===== config.mk =====
export PLATFORM = sky130hd
export DESIGN_NAME = apb_snn_csr_flat
export DESIGN_NICKNAME = d
export VERILOG_FILES = /design/src/rtl/apb_snn_csr_if.sv /design/src/rtl/apb_snn_csr.sv /design/src/flat_wrapper.sv
export SDC_FILE = /design/constraint.sdc
export NUM_CORES = 1
export LEC_CHECK = 0
export BUFFER_PORTS_ARGS = -buffer_cell sky130_fd_sc_hd__buf_2
export CAP_MARGIN = 20
export CORE_MARGIN = 2
export CORE_UTILIZATION = 55
export CTS_CLUSTER_DIAMETER = 80
export DETAILED_ROUTE_END_ITERATION = 8
export PLACE_DENSITY_LB_ADDON = 0.3
export REMOVE_ABC_BUFFERS = 1
export SYNTH_ARGS = -nofsm -noshare
export SYNTH_HDL_FRONTEND = slang
export SYNTH_SLANG_ARGS = --single-unit

===== constraint.sdc =====
create_clock -name clk -period 19.13 [get_ports clk]
set_input_delay 0.9565 -clock clk [delete_from_list [all_inputs] [get_ports clk]]
set_output_delay 0.9565 -clock clk [all_outputs]
set_load 0.02 [all_outputs]

===== src/rtl/apb_snn_csr_if.sv =====
// APB bus bundle between the host-side driver and the SNN CSR block.
// A transfer is a setup cycle (psel=1, penable=0) followed by access cycles (psel=1,
// penable=1); it completes on the edge where psel & penable & pready are all high.
interface apb_snn_csr_if;
  logic        psel;
  logic        penable;
  logic        pwrite;
  logic [15:0] paddr;
  logic [31:0] pwdata;
  logic [31:0] prdata;
  logic        pready;

  modport master (
    output psel, penable, pwrite, paddr, pwdata,
    input  prdata, pready
  );

  modport slave (
    input  psel, penable, pwrite, paddr, pwdata,
    output prdata, pready
  );
endinterface


===== src/rtl/apb_snn_csr.sv =====
// APB completer holding the SNN core control/status registers and weight table,
// answering each transfer after WAIT_CYCLES programmable wait states.
module apb_snn_csr #(
  parameter int NUM_WEIGHTS = 16,
  parameter int WAIT_CYCLES = 1
) (
  input  logic                     clk,
  input  logic                     rst,
  apb_snn_csr_if.slave             bus,
  output logic                     snn_enable,
  output logic                     soft_clear,
  output logic [15:0]              threshold,
  output logic [7:0]               leak,
  output logic [NUM_WEIGHTS*8-1:0] weights,
  input  logic                     busy_i,
  input  logic [15:0]              spike_count_i,
  output logic [1:0]               dbg_state
);

  typedef enum logic [1:0] {
    S_IDLE = 2'd0,
    S_WAIT = 2'd1,
    S_ACK  = 2'd2
  } state_t;

  localparam logic [2:0] CNT_INIT = (WAIT_CYCLES > 0) ? 3'(WAIT_CYCLES - 1) : 3'd0;

  state_t      state;
  logic [2:0]  cnt;
  logic [13:0] addr_q;
  logic        write_q;
  logic [31:0] wdata_q;
  logic [31:0] scratch_q;
  logic [7:0]  weight_q [NUM_WEIGHTS];

  assign dbg_state = state;

  for (genvar g = 0; g < NUM_WEIGHTS; g++) begin : g_pack
    assign weights[8*g +: 8] = weight_q[g];
  end

  // Word-indexed read decode; weights start at word 64 (byte 0x0100).
  function automatic logic [31:0] read_mux(input logic [13:0] w);
    logic [31:0] v;
    v = '0;
    case (w)
      14'd0:   v = {31'b0, snn_enable};
      14'd1:   v = {spike_count_i, 15'b0, busy_i};
      14'd2:   v = {16'b0, threshold};
      14'd3:   v = {24'b0, leak};
      14'd4:   v = scratch_q;
      default: begin
        for (int i = 0; i < NUM_WEIGHTS; i++) begin
          if (w == 14'(64 + i)) v = {24'b0, weight_q[i]};
        end
      end
    endcase
    return v;
  endfunction

  always_ff @(posedge clk or posedge rst) begin
    if (rst) begin
      state       <= S_IDLE;
      cnt         <= '0;
      addr_q      <= '0;
      write_q     <= 1'b0;
      wdata_q     <= '0;
      bus.prdata  <= '0;
      bus.pready  <= 1'b0;
      snn_enable  <= 1'b0;
      soft_clear  <= 1'b0;
      threshold   <= 16'h0100;
      leak        <= 8'h01;
      scratch_q   <= '0;
      for (int i = 0; i < NUM_WEIGHTS; i++) weight_q[i] <= '0;
    end else begin
      soft_clear <= 1'b0;
      unique case (state)
        S_IDLE: begin
          if (bus.psel && !bus.penable) begin
            addr_q  <= bus.paddr[15:2];
            write_q <= bus.pwrite;
            wdata_q <= bus.pwdata;
            if (WAIT_CYCLES == 0) begin
              state      <= S_ACK;
              bus.pready <= 1'b1;
              bus.prdata <= bus.pwrite ? 32'h0 : read_mux(bus.paddr[15:2]);
            end else begin
              state <= S_WAIT;
              cnt   <= CNT_INIT;
            end
          end
        end
        S_WAIT: begin
          if (!bus.psel) begin
            state <= S_IDLE;
          end else if (cnt == 3'd0) begin
            state      <= S_ACK;
            bus.pready <= 1'b1;
            bus.prdata <= write_q ? 32'h0 : read_mux(addr_q);
          end else begin
            cnt <= cnt - 3'd1;
          end
        end
        S_ACK: begin
          if (!bus.psel) begin
            state      <= S_IDLE;
            bus.pready <= 1'b0;
            bus.prdata <= '0;
          end else if (bus.penable) begin
            // Completion edge: the write commits here and only here.
            if (write_q) begin
              case (addr_q)
                14'd0: begin
                  snn_enable <= wdata_q[0];
                  soft_clear <= wdata_q[1];
                end
                14'd2:   threshold <= wdata_q[15:0];
                14'd3:   leak      <= wdata_q[7:0];
                14'd4:   scratch_q <= wdata_q;
                default: ;
              endcase
              for (int i = 0; i < NUM_WEIGHTS; i++) begin
                if (addr_q == 14'(64 + i)) weight_q[i] <= wdata_q[7:0];
              end
            end
            state      <= S_IDLE;
            bus.pready <= 1'b0;
            bus.prdata <= '0;
          end
        end
        default: state <= S_IDLE;
      endcase
    end
  end

endmodule


===== src/flat_wrapper.sv =====
// flat-port wrapper written by rule: the top's interface ports become plain ports
module apb_snn_csr_flat 
#(
  parameter int NUM_WEIGHTS = 16,
  parameter int WAIT_CYCLES = 1
)
  (clk, rst, snn_enable, soft_clear, threshold, leak, weights, busy_i, spike_count_i, dbg_state, bus_psel, bus_penable, bus_pwrite, bus_paddr, bus_pwdata, bus_prdata, bus_pready);
  apb_snn_csr_if bus_i ();
  input  logic clk;
  input  logic rst;
  output logic snn_enable;
  output logic soft_clear;
  output logic [15:0] threshold;
  output logic [7:0] leak;
  output logic [NUM_WEIGHTS*8-1:0] weights;
  input  logic busy_i;
  input  logic [15:0] spike_count_i;
  output logic [1:0] dbg_state;
  input wire logic [$bits(bus_i.psel)-1:0] bus_psel;
  input wire logic [$bits(bus_i.penable)-1:0] bus_penable;
  input wire logic [$bits(bus_i.pwrite)-1:0] bus_pwrite;
  input wire logic [$bits(bus_i.paddr)-1:0] bus_paddr;
  input wire logic [$bits(bus_i.pwdata)-1:0] bus_pwdata;
  output wire logic [$bits(bus_i.prdata)-1:0] bus_prdata;
  output wire logic [$bits(bus_i.pready)-1:0] bus_pready;
  assign bus_i.psel = bus_psel;
  assign bus_i.penable = bus_penable;
  assign bus_i.pwrite = bus_pwrite;
  assign bus_i.paddr = bus_paddr;
  assign bus_i.pwdata = bus_pwdata;
  assign bus_prdata = bus_i.prdata;
  assign bus_pready = bus_i.pready;
  apb_snn_csr #(.NUM_WEIGHTS(NUM_WEIGHTS), .WAIT_CYCLES(WAIT_CYCLES)) u_core (.clk(clk), .rst(rst), .bus(bus_i), .snn_enable(snn_enable), .soft_clear(soft_clear), .threshold(threshold), .leak(leak), .weights(weights), .busy_i(busy_i), .spike_count_i(spike_count_i), .dbg_state(dbg_state));
endmodule

==> run summary <==
The share of flip-flops with an asynchronous set or reset after synthesis came out at 100%. The average via count per standard cell is 6.08. The worst pin sits at a relative slew slack of 34.8%. For this run the aggregate overflow at the end of global routing stands at 0.

Relative to the synthesized area, the layout overhead comes to 18.2%. The first-pass GRT wire length is 53200 µm. The initial standard-cell utilization of the core came out at 55.5%. The wire length per cell after detailed routing came out at 23.0 µm.

The synthesized instance count is 969. For the worst setup path, the data required time is 19.55 ns. Entering global routing, the biggest net connects 129 pins. The critical path in this run is classified as flop to flop. The number of global-route vias before repair came out at 9000. The maximum level of the CTS H-tree is 1. The met1 usage in global routing is 41.9%.

The cell count after placement came out at 1454. Summed over all layers, the routed wires come to 34600 µm. The count of pins over their slew limit came to 0.

The post-detailed-route count of antenna-violating nets came out at 0. The fraction of layout cells with a size suffix above 1 is 48.2%. The final-report setup violation count came out at 0. The total leakage power came out at 7.44 nW. The quantity of hold-fixing buffers added after cts is 0. Clock-pin slew was measured on the worst setup and hold paths at 0.06 ns.

The number of nets in the finished design came out at 1272. The flow ran to the end, and the final reports show no timing, DRC or antenna violations. After clock tree synthesis, the repair step resized 0 gates. For this run, global-route usage on met2 was measured as 42.8%. The post-CTS setup-driven buffer insertion count came out at 0. The total power draw came out at 1.47 mW. The library cell used as clock root buffer is sky130_fd_sc_hd__clkbuf_16. The post-synthesis cell area came out at 12500 µm². At the worst endpoint, the arrival time is 3.55 ns.

For this run, the detailed router's first-pass iteration total came to 5. The post-synthesis sequential area ratio is 54.5%. The weighted congestion reported at the end of routability-driven placement is 0.897. Counting every sink on the clock net gives 271.

For this run, design rule violations remaining after detail routing come to 0. The worst-margin pin slew is 0.976 ns. The number of synthesized register bits is 271.

The type of element launching the critical path is a flop. The highest attainable clock frequency came out at 319 MHz. The later pin in the worst-skew pair is clocked with a latency of 0.55 ns. The die span in y came out at 154 µm. The count of vias placed by the detailed router came out at 9160.

The worst-case IR drop observed on VDD is 0.0000841 V. 259 I/O pins were placed. The power density of the placed cells is 100 nW/µm². The largest fanout on the critical path is 60. The endpoint kind of the worst setup timing path is a flop. The final count of hold timing violations came to 0. The share of the clock period used by the worst path after layout is 16.4%. The die width came out at 154 µm. The cell family contributing the most delay on the critical path is simple AND/OR/NAND/NOR gates. The setup TNS is 0 ns. The most used flip-flop cell after synthesis is sky130_fd_sc_hd__dfrtp_1. met2 is the most crowded layer. The buffers plus inverters on the worst setup path is 1. The cell at the slowest stage of the critical path is sky130_fd_sc_hd__nand2_1. The clock passes through at most 3 buffers.

The shortest clock period the worst path allows after layout came out at 3.13 ns. The biggest cell delay along the critical path is 0.70 ns. The yosys synthesis warning count came out at 0. The tool flagged a number of max-cap violations equal to 0. The signal on the critical path passes through buf_4 -> nand2_1 -> o32ai_1 -> a31oi_1 -> nor4_1 -> nor3_1 -> o41ai_1. Setup repair after global routing left no endpoint under its margin. In the global route stage, met3 resource usage came out at 6.72%. The count of buffers from port buffering came out at 256. The number of antenna violations at the first check in global routing came out at 1. In this run, the number of DRC markers left after iteration 0 of detailed routing was 703. The maximum clock skew at final layout is 0.0165 ns. The core region is 22400 µm². The full die area came out at 23900 µm². The number of buffers inserted during clock tree synthesis came out at 28.

The number of core rows is 55. After legalization and detailed placement, the total HPWL measured 23100 µm. The number of flops mapped to enable cells by yosys came out at 0. The CTS tree is done. The number of unique standard cell types used by synthesis came out at 75. The class of the most critical hold timing path is flop to flop.

The global-route usage over all layers came out at 28.8%. The finished layout holds 1507 standard cells, fillers aside. The average size of a mapped cell is 12.9 µm².
==> worst reg2reg max path, stage by stage, from the launching register on <==
cell,delay (ns)
sky130_fd_sc_hd__dfrtp_2,0.35
sky130_fd_sc_hd__buf_4,0.62
sky130_fd_sc_hd__nand2_1,0.78
sky130_fd_sc_hd__o32ai_1,0.52
sky130_fd_sc_hd__a31oi_1,0.11
sky130_fd_sc_hd__nor4_1,0.25
sky130_fd_sc_hd__nor3_1,0.10
sky130_fd_sc_hd__o41ai_1,0.28
==> path summary, 6_finish.rpt <==
check                                      startpoint               endpoint  slack (ns)  cells after the start
worst min register to register  u_core.bus.prdata[14]  u_core.bus.prdata[14]        0.47                      2
max in group asynchronous                         rst    u_core.weights[103]       17.06                      3
worst max-delay path                 u_core.addr_q[0]   u_core.bus.prdata[5]       16.00                      7
worst max register to register       u_core.addr_q[0]   u_core.bus.prdata[5]       16.00                      7
min in group asynchronous                         rst     u_core.weights[13]        0.57                      2
worst min-delay path            u_core.bus.prdata[14]  u_core.bus.prdata[14]        0.47                      2
==> Yosys cell counts, types with 5 or more instances <==
cell                         n  area, µm²
sky130_fd_sc_hd__a21oi_1    20        100
sky130_fd_sc_hd__a22oi_1    30        225
sky130_fd_sc_hd__a31oi_1     9       56.3
sky130_fd_sc_hd__buf_2      18       90.1
sky130_fd_sc_hd__buf_6       8       90.1
sky130_fd_sc_hd__clkbuf_1   35        131
sky130_fd_sc_hd__dfrtp_1   269       6730
sky130_fd_sc_hd__inv_1       9       33.8
sky130_fd_sc_hd__mux2_2    227       2560
sky130_fd_sc_hd__mux2_4      8        120
sky130_fd_sc_hd__mux2i_1    17        170
sky130_fd_sc_hd__mux4_2      8        180
sky130_fd_sc_hd__nand2_1    65        244
sky130_fd_sc_hd__nand2b_1   13       81.3
sky130_fd_sc_hd__nand3_1    17       85.1
sky130_fd_sc_hd__nor2_1     24       90.1
sky130_fd_sc_hd__nor2_2      5       31.3
sky130_fd_sc_hd__nor2b_1    10       62.6
sky130_fd_sc_hd__nor3_1     10       50.1
sky130_fd_sc_hd__nor3_4      5       81.3
sky130_fd_sc_hd__o21ai_0    52        260
sky130_fd_sc_hd__o22ai_1     5       31.3
==> where the power goes <==
group | total (mW) | internal (mW) | switching, mW
sequential | 0.693 | 0.614 | 0.0792
combinational | 0.271 | 0.0955 | 0.176
clock | 0.511 | 0.290 | 0.221
total | 1.47 | 0.999 | 0.476
==> cell type report <==
type,count,area (µm²)
fillers,1765,7710
flip-flops and latches,271,6790
multi-input cells,621,5290
repair buffers,268,1390
clock buffers,43,808
well taps,285,357
inverters,10,45.0
clock inverters,8,42.5
diodes,1,2.50
==> stage by stage <==
step | hold WS (ns) | setup WS, ns | util (%) | instance area, µm²
after floorplan | 0.451 | 10.71 | - | 12100
after global placement | 0.458 | 16.14 | 61.7 | 13800
after detailed placement | 0.465 | 16.11 | 61.7 | 13800
after CTS | 0.478 | 16.07 | 65.5 | 14700
after global routing | 0.492 | 15.81 | 65.6 | 14700
final | 0.472 | 16.00 | 65.6 | 14700
==> logic make-up (layout without fill, tap and decap cells) <==
logic type               count (synthesis)  in the layout  share of synthesized area, %
other                                    0              1                             0
flip-flops                             271            271                          54.5
adder cells (fa/ha/maj)                  2              2                         0.201
buffers and inverters                   77            329                          3.11
AND/OR/NAND/NOR                        197            197                          9.32
AO/OA/AOI/OAI                          161            161                          8.50
XOR/XNOR                                 1              1                        0.0704
multiplexers                           260            260                          24.3
==> state kept, by name (all words and copies together), names as in the netlist, 2 cells and up <==
name,flops
u_core.wdata_q,32
u_core.scratch_q,32
u_core.threshold,16
u_core.addr_q,14
u_core.dbg_state,2
u_core.leak,8
u_core.weights,128
u_core.bus.prdata,32
u_core.cnt,3
==> layout by cell type (no fill, tap or decap), types with 13 or more instances in the layout <==
cell / instances
sky130_fd_sc_hd__nand2_1: 65
sky130_fd_sc_hd__clkbuf_16: 30
sky130_fd_sc_hd__o21ai_0: 52
sky130_fd_sc_hd__buf_2: 256
sky130_fd_sc_hd__a21oi_1: 20
sky130_fd_sc_hd__nand3_1: 17
sky130_fd_sc_hd__mux2i_1: 17
sky130_fd_sc_hd__a22oi_1: 30
sky130_fd_sc_hd__dfrtp_1: 267
sky130_fd_sc_hd__nand2b_1: 13
sky130_fd_sc_hd__mux2_2: 227
sky130_fd_sc_hd__nor2_1: 24
==> per-layer routing <==
layer | up-vias | wire, µm
li1 | 4015 | -
met2 | 416 | 15600
met1 | 4651 | 14800
met3 | 78 | 2970
met4 | 0 | 1290
met5 | - | 0
Note: power is estimated with default switching activity, not from simulation.
